===== config.mk =====
export PLATFORM = sky130hd
export DESIGN_NAME = word_store_buffer_flat
export DESIGN_NICKNAME = d
export VERILOG_FILES = /design/src/rtl/word_store_buffer_if.sv /design/src/rtl/word_store_buffer.sv /design/src/flat_wrapper.sv
export SDC_FILE = /design/constraint.sdc
export NUM_CORES = 1
export LEC_CHECK = 0
export CORE_AREA = 4 4 92 102
export CTS_BUF_LIST = sky130_fd_sc_hd__clkbuf_8 sky130_fd_sc_hd__clkbuf_16
export DETAILED_ROUTE_END_ITERATION = 8
export DIE_AREA = 0 0 96 106
export GPL_ROUTABILITY_DRIVEN = 0
export PLACE_DENSITY = 0.9
export SLEW_MARGIN = 15
export SYNTH_ARGS = -nofsm -noshare
export SYNTH_HDL_FRONTEND = slang
export SYNTH_SLANG_ARGS = --single-unit
export TNS_END_PERCENT = 30

===== constraint.sdc =====
create_clock -name clk -period 2.19 [get_ports clk]
set_input_delay 0.219 -clock clk [delete_from_list [all_inputs] [get_ports clk]]
set_output_delay 0.219 -clock clk [all_outputs]
set_load 0.02 [all_outputs]

===== src/rtl/word_store_buffer_if.sv =====
`default_nettype none
// ---------------------------------------------------------------------------
// word_store_buffer_if : core-side store request plus byte-wide MMU write port
// Revision: 1.0
// ---------------------------------------------------------------------------
interface word_store_buffer_if #(
    parameter int ADDRESS_WIDTH = 32,
    parameter int WORD_WIDTH    = 32
);
    logic [ADDRESS_WIDTH-1:0] address;
    logic [WORD_WIDTH-1:0]    data;
    logic [1:0]               size;
    logic                     startStoring;
    logic                     ramBusy;
    logic                     busy;
    logic                     done;
    logic [ADDRESS_WIDTH-1:0] ramAddress;
    logic [7:0]               ramData;
    logic                     ramWriteEnable;
    logic                     ramRequest;

    modport master (
        output address, data, size, startStoring, ramBusy,
        input  busy, done, ramAddress, ramData, ramWriteEnable, ramRequest
    );

    modport slave (
        input  address, data, size, startStoring, ramBusy,
        output busy, done, ramAddress, ramData, ramWriteEnable, ramRequest
    );
endinterface
`default_nettype wire


===== src/rtl/word_store_buffer.sv =====
`default_nettype none
// ---------------------------------------------------------------------------
// word_store_buffer : serialises a byte/halfword/word store into MMU byte writes
// Revision: 1.0
// ---------------------------------------------------------------------------
module word_store_buffer #(
    parameter int ADDRESS_WIDTH = 32,
    parameter int WORD_WIDTH    = 32
) (
    input  wire logic          clk,
    input  wire logic          reset,
    word_store_buffer_if.slave bus
);
    localparam int N     = WORD_WIDTH / 8;
    localparam int IDX_W = (N > 1) ? $clog2(N) : 1;

    typedef enum logic [1:0] {
        IDLE  = 2'd0,
        ISSUE = 2'd1,
        WAIT  = 2'd2
    } state_t;

    state_t                   state_q, state_d;
    logic [IDX_W-1:0]         idx_q, idx_d;
    logic [IDX_W-1:0]         last_q, last_d;
    logic [WORD_WIDTH-1:0]    data_q, data_d;
    logic                     busy_q, busy_d;
    logic                     done_q, done_d;
    logic                     req_q, req_d;
    logic [ADDRESS_WIDTH-1:0] addr_q, addr_d;
    logic [7:0]               rdata_q, rdata_d;

    logic [IDX_W-1:0]         w_size_last;
    logic [WORD_WIDTH-1:0]    w_shifted;

    // Data is kept as a shift register so the next byte is always the low byte.
    assign w_shifted = data_q >> 8;

    always_comb begin
        w_size_last = IDX_W'(N - 1);
        case (bus.size)
            2'b00:   w_size_last = '0;
            2'b01:   w_size_last = (N > 1) ? IDX_W'(1) : '0;
            default: w_size_last = IDX_W'(N - 1);
        endcase
    end

    always_comb begin
        state_d = state_q;
        idx_d   = idx_q;
        last_d  = last_q;
        data_d  = data_q;
        busy_d  = busy_q;
        done_d  = 1'b0;
        req_d   = req_q;
        addr_d  = addr_q;
        rdata_d = rdata_q;
        case (state_q)
            IDLE: begin
                if (bus.startStoring) begin
                    state_d = ISSUE;
                    idx_d   = '0;
                    last_d  = w_size_last;
                    data_d  = bus.data;
                    busy_d  = 1'b1;
                    req_d   = 1'b1;
                    addr_d  = bus.address;
                    rdata_d = bus.data[7:0];
                end
            end
            ISSUE: begin
                if (bus.ramBusy) begin
                    state_d = WAIT;
                    req_d   = 1'b0;
                end
            end
            WAIT: begin
                if (!bus.ramBusy) begin
                    if (idx_q == last_q) begin
                        state_d = IDLE;
                        busy_d  = 1'b0;
                        done_d  = 1'b1;
                    end else begin
                        state_d = ISSUE;
                        idx_d   = idx_q + IDX_W'(1);
                        data_d  = w_shifted;
                        rdata_d = w_shifted[7:0];
                        addr_d  = addr_q + ADDRESS_WIDTH'(1);
                        req_d   = 1'b1;
                    end
                end
            end
            default: state_d = IDLE;
        endcase
    end

    always_ff @(posedge clk or negedge reset) begin
        if (!reset) begin
            state_q <= IDLE;
            idx_q   <= '0;
            last_q  <= '0;
            data_q  <= '0;
            busy_q  <= 1'b0;
            done_q  <= 1'b0;
            req_q   <= 1'b0;
            addr_q  <= '0;
            rdata_q <= '0;
        end else begin
            state_q <= state_d;
            idx_q   <= idx_d;
            last_q  <= last_d;
            data_q  <= data_d;
            busy_q  <= busy_d;
            done_q  <= done_d;
            req_q   <= req_d;
            addr_q  <= addr_d;
            rdata_q <= rdata_d;
        end
    end

    assign bus.busy           = busy_q;
    assign bus.done           = done_q;
    assign bus.ramRequest     = req_q;
    assign bus.ramWriteEnable = req_q;
    assign bus.ramAddress     = addr_q;
    assign bus.ramData        = rdata_q;
endmodule
`default_nettype wire


===== src/flat_wrapper.sv =====
// flat-port wrapper written by rule: the top's interface ports become plain ports
module word_store_buffer_flat 
#(
    parameter int ADDRESS_WIDTH = 32,
    parameter int WORD_WIDTH    = 32
)
  (clk, reset, bus_address, bus_data, bus_size, bus_startStoring, bus_ramBusy, bus_busy, bus_done, bus_ramAddress, bus_ramData, bus_ramWriteEnable, bus_ramRequest);
  word_store_buffer_if #(.ADDRESS_WIDTH(ADDRESS_WIDTH), .WORD_WIDTH(WORD_WIDTH)) bus_i ();
  input  wire logic clk;
  input  wire logic reset;
  input wire logic [$bits(bus_i.address)-1:0] bus_address;
  input wire logic [$bits(bus_i.data)-1:0] bus_data;
  input wire logic [$bits(bus_i.size)-1:0] bus_size;
  input wire logic [$bits(bus_i.startStoring)-1:0] bus_startStoring;
  input wire logic [$bits(bus_i.ramBusy)-1:0] bus_ramBusy;
  output wire logic [$bits(bus_i.busy)-1:0] bus_busy;
  output wire logic [$bits(bus_i.done)-1:0] bus_done;
  output wire logic [$bits(bus_i.ramAddress)-1:0] bus_ramAddress;
  output wire logic [$bits(bus_i.ramData)-1:0] bus_ramData;
  output wire logic [$bits(bus_i.ramWriteEnable)-1:0] bus_ramWriteEnable;
  output wire logic [$bits(bus_i.ramRequest)-1:0] bus_ramRequest;
  assign bus_i.address = bus_address;
  assign bus_i.data = bus_data;
  assign bus_i.size = bus_size;
  assign bus_i.startStoring = bus_startStoring;
  assign bus_i.ramBusy = bus_ramBusy;
  assign bus_busy = bus_i.busy;
  assign bus_done = bus_i.done;
  assign bus_ramAddress = bus_i.ramAddress;
  assign bus_ramData = bus_i.ramData;
  assign bus_ramWriteEnable = bus_i.ramWriteEnable;
  assign bus_ramRequest = bus_i.ramRequest;
  word_store_buffer #(.ADDRESS_WIDTH(ADDRESS_WIDTH), .WORD_WIDTH(WORD_WIDTH)) u_core (.clk(clk), .reset(reset), .bus(bus_i));
endmodule

# --- Word-level counts from Yosys, hierarchy flattened ---
# Index checks and enable logic that the tools add are counted.
word_totals:
  regBits: 81
  output_inout_bits: 44
  word_cells: 62
  input_bits: 70
op_classes:
  addsub: 2
  mux: 33
  eq_ne: 9
  n_reduce_logical: 9
op_table:
  columns: ["op", "count"]
  rows:
  - ["two-way mux 32 bit", 6]
  - ["one-hot mux 32 bit (2 select lines)", 2]
  - ["adder 32 x 1 -> 32 bit (second input constant)", 1]
  - ["two-way mux 8 bit", 3]
  - ["one-hot mux 8 bit (2 select lines)", 1]
  - ["two-way mux 2 bit", 6]
  - ["two-way mux 1 bit", 10]
  - ["!= test 2 bit (second input constant)", 4]
  - ["one-hot mux 2 bit (2 select lines)", 2]
  - ["AND reduction 4 bit", 2]
  - ["one-hot mux 2 bit (3 select lines)", 1]
  - ["AND reduction 5 bit", 1]
  - ["equality test 2 x 1 -> 1 bit (second input constant)", 2]
  - ["zero test 2 bit", 2]
  - ["one-hot mux 1 bit (3 select lines)", 1]
  - ["AND reduction 3 bit", 1]
  - ["nonzero test 3 bit", 1]
  - ["adder 2 x 1 -> 2 bit (second input constant)", 1]
  - ["equality test 2 bit", 1]
  - ["equality test 2 bit (second input constant)", 1]
  - ["!= test 2 x 1 -> 1 bit (second input constant)", 1]
  - ["one-hot mux 1 bit (2 select lines)", 1]
  - ["AND reduction 2 bit", 1]
  - ["nonzero test 2 bit", 1]

# --- Longest topological paths before layout ---
logic_depth:
  depth_word: 4
  ltp_mapped: 8
  ltp_nobuf: 6

# --- Worst setup path after synthesis ---
# OpenSTA, ideal clock, no wires.
synth_path:
  kind: "register -> register"
  from: "register u_core.addr_q[0], in the netlist u_core.bus.ramAddress[0]"
  to: "register u_core.addr_q[30], in the netlist u_core.bus.ramAddress[30]"
  path_slack_ps: 164
  arrival_ps: 1900
  n_path_buf: 2
  t_required_ps: 2064
  synth_period_minus_slack_ps: 2026
  setup_ps: 126
  path_stages_with_launch: 9
  cell_sequence: "dfrtp_1 ha_1 and4_1 clkbuf_1 and4_1 buf_2 nand3_1 mux2i_1 a221o_1"
synth_between:
  elab_chain_len: 4
synth_rtl:
  columns: ["element", "line", "rtl"]
  rows:
  - ["start, declared", "word_store_buffer.sv:30", "logic [ADDRESS_WIDTH-1:0] addr_q, addr_d;"]
  - ["start signal, assigned", "word_store_buffer.sv:116", "addr_q <= addr_d;"]
  - ["adder 32 x 1 -> 32 bit", "word_store_buffer.sv:88", "addr_d = addr_q + ADDRESS_WIDTH'(1);"]
  - ["two-way mux 32 bit", "word_store_buffer.sv:79", "if (idx_q == last_q) begin"]
  - ["two-way mux 32 bit", "word_store_buffer.sv:78", "if (!bus.ramBusy) begin"]
  - ["one-hot mux 32 bit (2 select lines)", "word_store_buffer.sv:58", "case (state_q)"]
# No other way between the ends. The select of a mux whose other input is x is not followed.
# A chain may end at the register's enable or synchronous reset.

# --- Worst setup path in the final report ---
layout_path:
  from: "register u_core.idx_q[0]"
  to: "register u_core.addr_q[11], in the netlist u_core.bus.ramAddress[11]"
layout_between:
  elab_chain_len: 3
layout_rtl:
  columns: ["element", "line", "rtl"]
  rows:
  - ["start, declared", "word_store_buffer.sv:24", "logic [IDX_W-1:0] idx_q, idx_d;"]
  - ["start signal, assigned", "word_store_buffer.sv:110", "idx_q <= idx_d;"]
  - ["equality test 2 bit", "word_store_buffer.sv:79", null]
  - ["!= test 2 bit (no source line)", null, null]
  - ["AND reduction 4 bit (no source line)", null, null]
# No other way between the ends.

==> run metrics <==
Worst setup EP type=register; Comb power frac=a little over half; Net Sw Frac=45.48%; Hold Vio Cnt, Final=0; clock transition at the registers of the reported paths=roughly 90 ps; post-synth top area share=between 40% and 50%; Fin Hold WS=a little over 400 ps; Crit Path Class=reg2reg; grt ovf=0; PwrDens=around 1400 nW/um^2; Seq pwr share=35.0%; H-tree level count=3; YS warnings=0; Sw Pwr=0.003525 W; Netlist cell types=48; Buffers & Inverters on Critical Path=0; Setup TNS=0 ps; most frequent cell after synthesis=nand2_1; number of diodes=0; fillers=around 690; WL per Instance=16.26 um; worst-case vdd ir drop=approximately 0.00088 V; FF+latch count, synth=73; CTS Buf Count=9; first-pass GRT wire length=between 15000 and 20000 um; achievable clock frequency=between 400 and 500 MHz; share of cells above drive strength 1=8.562%; post-CTS setup buffer count=0; actual slew at the worst max-slew pin=624.2 ps; largest net degree at the start of global routing=66; vias=around 4100; WP data required=between 2000 and 2500 ps; number of global-route vias before repair=between 3000 and 4000; Commonest cells post-synth=nand2_1 (107), dfrtp_1 (73), nor2_1 (45), a21oi_1 (33), a31oi_1 (28); Total Routing Usage GR=between 20% and 30%; Die Area=just over 10000 um^2; CTS tree=yes; Port Buffers=around 110; post-synthesis net count=about 550; Setup-failing EPs final=0; vias per cell=a little under 6; Post-synth EDFFs=0; relative slew slack=58.38%; core area=8364 um^2; crit path DAT=2260 ps; Final nets=650; clock sinks=73; DRT iter0 DRCs=about 400; Max FO, Critical Path=8; min Tclk post-route=approximately 2000 ps; reg2reg path depth=4; clk_skew=approximately 12 ps; Post-Synthesis Cells=474; multi-input logic area=approximately 1900 um^2; Area contributors post-synth=dfrtp_1 (47%), nand2_1 (10%), a31oi_1 (4.5%); DP HPWL=approximately 8000 um; initial antenna violation count=0; Worst path slowest cell=xnor2_1; cell row count=35; CP max stage delay=~460 ps; crit path launch type=register; Clk network pwr share=between 10% and 20%; Mapped Area=around 3900 um^2; total stage count of the critical path=4; sequential-to-total area share from yosys stat=46.72%; IO Pins=114; asr flop ratio synth=between 90% and 100%; CP top delay family=compound AO/OA/AOI/OAI gates; DRC=0; Slew Viols, Final=0; LEAKAGE=between 2 and 2.5 nW; worst hold path cell count=3; ys flop type=dfrtp_1; max cap viols=0; antenna-violating nets left=0; Final period util=between 90% and 100%; largest buffer count on any clock path=2; hold crit path type=in2reg; worst path cell trace=xnor2_1, a311o_1, nor2_2, a221o_1; Die X=~96 um; Pre-antenna DRT Iters=5; status=finished, final reports clean; Routed Wire Length=about 11000 um; RSZ-0062 raised after global routing=false; worst-skew pair later-pin latency=around 360 ps; register area=around 1800 um^2; P_int=0.004226 W; Die Ht=around 110 um; Layout area overhead=37.50%; initial core utilization=roughly 47%; CTS Root Cell=clkbuf_8; syn avg cell area=about 8.2 um^2; leading area contributor after synthesis=dfrtp_1
[power groups by stage]
stage / registers [W] / logic, W / clock network, W
floorplan: 0.00289 / 0.00224 / 0
global placement: 0.00266 / 0.00389 / 0
detailed placement: 0.00270 / 0.00403 / 0
CTS: 0.00268 / 0.00404 / 0.00101
global route: 0.00280 / 0.00445 / 0.00109
finish: 0.00271 / 0.00404 / 0.00100
[layer usage]
metal	global-route usage [%]	share of wire, %	vias up
met5	0	0	-
met4	7.114	2.2	0
met3	5.591	8.2	31
met2	35.67	49	214
met1	30.54	41	1920
li1	-	-	1898
[flip-flops by register name (all words and copies together) (netlist names)]
signal / flops
u_core.bus.ramAddress: 32
u_core.data_q: 32
u_core.idx_q: 2
u_core.last_q: 2
u_core.state_q: 2
u_core.bus.busy: 1
u_core.bus.done: 1
u_core.bus.ramRequest: 1
[final cells by class]
cell class	count	share of cell area, %
clock buffers	9	2.304
well taps	111	2.583
repair buffers	137	24.81
clock inverters	7	1.140
inverters	4	0.2793
flip-flops and latches	73	33.98
multi-input cells	354	34.91
[cells by family (layout without fill, tap and decap cells)]
| kind of cell | after synthesis | after routing | share of synthesized area (%) |
|---|---|---|---|
| xor+xnor | 2 | 2 | 0.4481 |
| compound gates | 127 | 127 | 20.45 |
| buf+inv | 47 | 157 | 5.856 |
| fa+ha+maj | 1 | 1 | 0.3199 |
| flops | 73 | 73 | 46.72 |
| mux | 3 | 3 | 0.7680 |
| simple gates | 221 | 221 | 25.44 |
[layout by cell type (no fill, tap or decap), drive strengths merged, types with 5 or more instances in the layout]
cell	count
a21oi	33
a2bb2oi	5
a31oi	28
and3	5
buf	24
clkbuf	9
clkdlybuf4s50	112
dfrtp	73
inv	8
nand2	107
nand3	27
nand4	5
nor2	46
nor3	8
nor4	9
o21ai	25
o22ai	10
[timing repair]
item	4_1_cts	5_1_grt
setup endpoints to repair	0	1
hold buffers	1	0
gates resized for setup	0	1
endpoints found under the hold margin	24	0
[path summary, 6_finish.rpt]
path	slack [ps]	start	end
max	180	u_core.idx_q[0]	u_core.bus.ramAddress[11]
min	410	bus_data[29]	u_core.data_q[29]
max reg2reg	180	u_core.idx_q[0]	u_core.bus.ramAddress[11]
min reg2reg	470	u_core.data_q[25]	u_core.data_q[25]
max in group asynchronous	1140	reset	u_core.bus.ramAddress[27]
min in group asynchronous	420	reset	u_core.data_q[11]
[tightest hold or removal path: cells and delay by family]
kind	cells	cell delay (ps)
buffers and inverters	1	400
and+or+nand+nor	2	110
[through the flow]
stage / util, % / worst slack, ps / total power, W / instance area [um^2] / cells
after floorplan: - / 164.2 / 0.005131 / 3910 / 474
after global placement: 61.93 / 229.9 / 0.006549 / 5180 / 678
after detailed placement: 61.93 / 174.3 / 0.006728 / 5180 / 678
after CTS: 64.26 / 185.6 / 0.007740 / 5375 / 695
after global routing: 64.28 / 16.23 / 0.008336 / 5376 / 695
final: 64.28 / 179.7 / 0.007750 / 5376 / 695
No activity file was read; power rests on OpenSTA's default activity.
